File: src/rtl/uart_tx_if.sv
// rtl/uart_tx_if.sv - request/word in, serial line and status out, for uart_tx
interface uart_tx_if #(
  parameter int DATA_BITS = 8
);
  logic                 start;
  logic [DATA_BITS-1:0] data;
  logic                 tx;
  logic                 busy;
  logic                 done;

  modport master (
    output start,
    output data,
    input  tx,
    input  busy,
    input  done
  );

  modport slave (
    input  start,
    input  data,
    output tx,
    output busy,
    output done
  );
endinterface

File: src/rtl/uart_tx.sv
// rtl/uart_tx.sv - serial frame transmitter: start, data LSB first, stop bit
// Define UART_TX_PARITY_EN to insert an even-parity bit between data and stop.
module uart_tx #(
  parameter int DATA_BITS    = 8,
  parameter int CLKS_PER_BIT = 4
) (
  input  logic     clk,
  input  logic     reset,
  uart_tx_if.slave s
);

  localparam int BAUD_W = (CLKS_PER_BIT > 1) ? $clog2(CLKS_PER_BIT) : 1;
  localparam int BIT_W  = (DATA_BITS > 1) ? $clog2(DATA_BITS) : 1;
  localparam logic [BAUD_W-1:0] BAUD_LAST = BAUD_W'(CLKS_PER_BIT - 1);
  localparam logic [BIT_W-1:0]  BIT_LAST  = BIT_W'(DATA_BITS - 1);

  typedef enum logic [2:0] {
    S_IDLE   = 3'd0,
    S_START  = 3'd1,
    S_DATA   = 3'd2,
`ifdef UART_TX_PARITY_EN
    S_PARITY = 3'd3,
`endif
    S_STOP   = 3'd4
  } state_t;

  state_t               state,     state_n;
  logic [BAUD_W-1:0]    baud_cnt,  baud_n;
  logic [BIT_W-1:0]     bit_cnt,   bit_n;
  logic [DATA_BITS-1:0] shift_reg, shift_n;
  logic                 tx_r,      tx_n;
  logic                 busy_r,    busy_n;
  logic                 done_r,    done_n;
`ifdef UART_TX_PARITY_EN
  logic                 parity_r,  parity_n;
`endif

  logic              baud_wrap;
  logic [BAUD_W-1:0] baud_inc;
  logic              accept;

  assign baud_wrap = (baud_cnt == BAUD_LAST);
  assign baud_inc  = baud_wrap ? '0 : baud_cnt + BAUD_W'(1);

  // A request is taken when idle, or on the very edge that ends the stop bit
  // so back-to-back frames leave no idle gap.
  assign accept = s.start && ((state == S_IDLE) || ((state == S_STOP) && baud_wrap));

  always_ff @(posedge clk or posedge reset) begin
    if (reset) begin
      state     <= S_IDLE;
      baud_cnt  <= '0;
      bit_cnt   <= '0;
      shift_reg <= '0;
      tx_r      <= 1'b1;
      busy_r    <= 1'b0;
      done_r    <= 1'b0;
`ifdef UART_TX_PARITY_EN
      parity_r  <= 1'b0;
`endif
    end else begin
      state     <= state_n;
      baud_cnt  <= baud_n;
      bit_cnt   <= bit_n;
      shift_reg <= shift_n;
      tx_r      <= tx_n;
      busy_r    <= busy_n;
      done_r    <= done_n;
`ifdef UART_TX_PARITY_EN
      parity_r  <= parity_n;
`endif
    end
  end

  always_comb begin
    state_n  = state;
    baud_n   = baud_cnt;
    bit_n    = bit_cnt;
    shift_n  = shift_reg;
    tx_n     = tx_r;
    busy_n   = busy_r;
    done_n   = 1'b0;
`ifdef UART_TX_PARITY_EN
    parity_n = parity_r;
`endif

    case (state)
      S_IDLE: begin
        tx_n   = 1'b1;
        busy_n = 1'b0;
        baud_n = '0;
        bit_n  = '0;
      end

      S_START: begin
        baud_n = baud_inc;
        if (baud_wrap) begin
          state_n = S_DATA;
          tx_n    = shift_reg[0];
          bit_n   = '0;
        end
      end

      S_DATA: begin
        baud_n = baud_inc;
        if (baud_wrap) begin
          if (bit_cnt == BIT_LAST) begin
`ifdef UART_TX_PARITY_EN
            state_n = S_PARITY;
            tx_n    = parity_r;
`else
            state_n = S_STOP;
            tx_n    = 1'b1;
`endif
          end else begin
            // Next bit goes out from the same edge that shifts it into bit 0.
            shift_n = shift_reg >> 1;
            tx_n    = shift_reg[1];
            bit_n   = bit_cnt + BIT_W'(1);
          end
        end
      end

`ifdef UART_TX_PARITY_EN
      S_PARITY: begin
        baud_n = baud_inc;
        if (baud_wrap) begin
          state_n = S_STOP;
          tx_n    = 1'b1;
        end
      end
`endif

      S_STOP: begin
        baud_n = baud_inc;
        if (baud_wrap) begin
          state_n = S_IDLE;
          tx_n    = 1'b1;
          busy_n  = 1'b0;
          done_n  = 1'b1;
          bit_n   = '0;
        end
      end

      default: begin
        state_n = S_IDLE;
        tx_n    = 1'b1;
        busy_n  = 1'b0;
        baud_n  = '0;
        bit_n   = '0;
      end
    endcase

    if (accept) begin
      state_n  = S_START;
      shift_n  = s.data;
      tx_n     = 1'b0;
      busy_n   = 1'b1;
      baud_n   = '0;
      bit_n    = '0;
`ifdef UART_TX_PARITY_EN
      parity_n = ^s.data;
`endif
    end
  end

  assign s.tx   = tx_r;
  assign s.busy = busy_r;
  assign s.done = done_r;

endmodule

File: src/flat_wrapper.sv
// flat-port wrapper written by rule: the top's interface ports become plain ports
module uart_tx_flat 
#(
  parameter int DATA_BITS    = 8,
  parameter int CLKS_PER_BIT = 4
)
  (clk, reset, s_start, s_data, s_tx, s_busy, s_done);
  uart_tx_if #(.DATA_BITS(DATA_BITS)) s_i ();
  input  logic clk;
  input  logic reset;
  input wire logic [$bits(s_i.start)-1:0] s_start;
  input wire logic [$bits(s_i.data)-1:0] s_data;
  output wire logic [$bits(s_i.tx)-1:0] s_tx;
  output wire logic [$bits(s_i.busy)-1:0] s_busy;
  output wire logic [$bits(s_i.done)-1:0] s_done;
  assign s_i.start = s_start;
  assign s_i.data = s_data;
  assign s_tx = s_i.tx;
  assign s_busy = s_i.busy;
  assign s_done = s_i.done;
  uart_tx #(.DATA_BITS(DATA_BITS), .CLKS_PER_BIT(CLKS_PER_BIT)) u_core (.clk(clk), .reset(reset), .s(s_i));
endmodule
File: config.mk
export PLATFORM = sky130hd
export DESIGN_NAME = uart_tx_flat
export DESIGN_NICKNAME = d
export VERILOG_FILES = /design/src/rtl/uart_tx_if.sv /design/src/rtl/uart_tx.sv /design/src/flat_wrapper.sv
export SDC_FILE = /design/constraint.sdc
export NUM_CORES = 1
export LEC_CHECK = 0
export ABC_AREA = 1
export CORE_UTILIZATION = 53
export CTS_CLUSTER_DIAMETER = 120
export CTS_CLUSTER_SIZE = 12
export DETAILED_ROUTE_END_ITERATION = 12
export GPL_TIMING_DRIVEN = 0
export PLACE_DENSITY = 0.77
export SLEW_MARGIN = 25
export SYNTH_ARGS = -nofsm -noshare
export SYNTH_HDL_FRONTEND = slang
export SYNTH_SLANG_ARGS = --single-unit
File: constraint.sdc
create_clock -name clk -period 1.6 [get_ports clk]
set_input_delay 0.16 -clock clk [delete_from_list [all_inputs] [get_ports clk]]
set_output_delay 0.16 -clock clk [all_outputs]
set_load 0.005 [all_outputs]
==> results_dict.tcl <==
set metrics [dict create \
    status "finished, final reports clean" \
    core-area_um2 1800 \
    fin_crit_sh_pct 92.8 \
    largest_register_ffs 8 \
    firstDrtPassIters 4 \
    antenna_found_initial 0 \
    cap_violations 0 \
    clock-root-buffer "clkbuf_4" \
    final_cell_mix "nand2_1, dfrtp_1, nand3_1" \
    grt_pass1_vias 770 \
    die_area_um2 2200 \
    maxSlewViolCount 0 \
    syn_area_per_cell_um2 8.70 \
    drive_gt1_share_pct 25.5 \
    finalCriticalPeriod_ps 1490 \
    setup_viol 0 \
    cts_buffer_depth 2 \
    hold_violations 0 \
    synth.distinct_cells 22 \
    n_fill_cell 152 \
    max-vdd-ir-drop_mv 0.938 \
    gp_congestion 0.899 \
    crit_path_end_kind "register" \
    numPortBuffers 13 \
    mostFrequentLayoutCell "nand2_1" \
    die_h_um 46.9 \
    grt_max_degree 20 \
    drtIter0Drc 12 \
    tns_ps 0 \
    crit_type "reg -> reg" \
    grt_pass1_wl_um 3180 \
    slew_headroom_pct 51.6 \
    p_per_area_nw_per_um2 1690 \
    routed_wl_um 1890 \
    rsz0062_at_grt "false" \
    yosys_warnings 0 \
    crit_path_start_kind "register" \
    htree_levels 1 \
    diodes 0 \
    die_w_um 46.9 \
    placementRows 15 \
    holdCritPathClass "in -> async" \
    ant_nets 0 \
    crit_path_max_fanout 9 \
    clock-sinks 19 \
    cts_tree "yes" \
    reg2reg_depth 8 \
    power_leakage_nw 0.670 \
    area_delta_synth_final_pct 19.4 \
    hold_ws_ps 274 \
    routed_via_density 5.03 \
    wire_per_inst_um 11.4 \
    clkLatencyLatePin_ps 290 \
    max_freq_mhz 673 \
    path_clk_slew_ps 110 \
    hpwl_um 1460 \
    grt_overflow 0 \
    ios 14 \
    synthCells 123 \
    cp.required_ps 1830 \
    cts_made_buffers 3 \
    synth_area_um2 1070 \
    worst_slew_pin_slew_ps 725 \
    vias 835 \
    synth_seq_cells 19 \
    ys_seq_area_share_pct 44.6 \
    arrival_ps 1720 \
    clock_skew_ps 4.88 \
    grt_usage_pct 20.9 \
    start_util_pct 59.4 \
    drc 0 \
    syn-num-nets 137 \
    final_nets 156 \
]
## cell type report
class | count | area, um^2 | share of cell area (%)
Clock buffer | 4 | 26.3 | 2.06
Multi-Input combinational cell | 87 | 510 | 40.0
Sequential cell | 19 | 477 | 37.3
Inverter | 16 | 67.6 | 5.29
Timing Repair Buffer | 14 | 150 | 11.8
Tap cell | 25 | 31.3 | 2.45
Buffer | 1 | 15.0 | 1.18
## worst paths after layout
path	from	endpoint	slack (ps)
hold / removal	reset	u_core.baud_cnt[0]	270
setup / recovery	u_core.bit_cnt[0]	u_core.bit_cnt[0]	110
max in group asynchronous	reset	u_core.shift_reg[5]	870
hold reg to reg	u_core.s.tx	u_core.s.tx	470
min in group clk	s_data[7]	u_core.shift_reg[7]	410
setup reg to reg	u_core.bit_cnt[0]	u_core.bit_cnt[0]	110
## cell usage after synthesis
cell / instances / area, um^2
nand2_8: 1 / 20.0
nand3b_1: 1 / 7.51
nand2_2: 2 / 12.5
nor2_2: 5 / 31.3
nand3_1: 16 / 80.1
nor2_4: 2 / 22.5
o21bai_1: 1 / 7.51
dfstp_2: 1 / 26.3
ha_1: 3 / 37.5
nand3_2: 10 / 100
inv_4: 1 / 6.26
dfrtp_1: 18 / 450
nand2_1: 38 / 143
buf_8: 1 / 15.0
inv_2: 4 / 15.0
nand2_4: 1 / 11.3
nor2_1: 4 / 15.0
clkinv_4: 1 / 8.76
o21ai_2: 1 / 8.76
a21oi_2: 1 / 8.76
o21ai_0: 1 / 5.00
inv_1: 10 / 37.5
## report_power, final
group | switching (mW) | internal, mW | total (mW)
combinational | 0.618 | 0.443 | 1.06
sequential | 0.180 | 0.684 | 0.864
clock | 0.143 | 0.0968 | 0.239
## cells by family (layout without fill, tap and decap cells)
kind of cell	Yosys count	count (layout)	share of synthesized area [%]
adders and majority gates	3	3	3.51
AOI/OAI and AO/OA	4	4	2.81
and+or+nand+nor	80	80	41.4
buffers and inverters	17	35	7.72
DFF	19	19	44.6
## timing repair
action,4_1_cts,5_1_grt
buffers inserted,0,1
hold buffers,0,0
endpoints found under the hold margin,0,0
endpoints found under the setup margin,0,2
gates resized for setup,0,1
## critical path: stages, from the launching register on
cell and delay [ps]:
dfrtp_1 430, ha_1 220, ha_1 220, nor2_4 130
buf_12 120, nand2_8 80, clkinv_4 90, nor2_2 40
a21oi_2 90
## metrics by stage
step	cells	worst slack (ps)	area (um^2)	util (%)	power [mW]
2_1_floorplan	123	149	1070	-	1.66
3_3_place_gp	161	78.3	1230	68.3	1.88
3_5_place_dp	161	35.4	1230	68.3	1.93
4_1_cts	165	16.5	1260	69.8	2.17
5_1_grt	166	37.1	1280	70.9	2.38
6_report	166	115	1280	70.9	2.17
## routing by layer
metal / vias up / GRT usage [%] / share of wire, %
li1: 429 / - / -
met1: 387 / 26.2 / 45
met2: 17 / 35.3 / 50
met3: 2 / 2.69 / 3.2
met4: 0 / 10.9 / 1.1
met5: - / 0 / 0
Power figures use the tool's default switching activity.
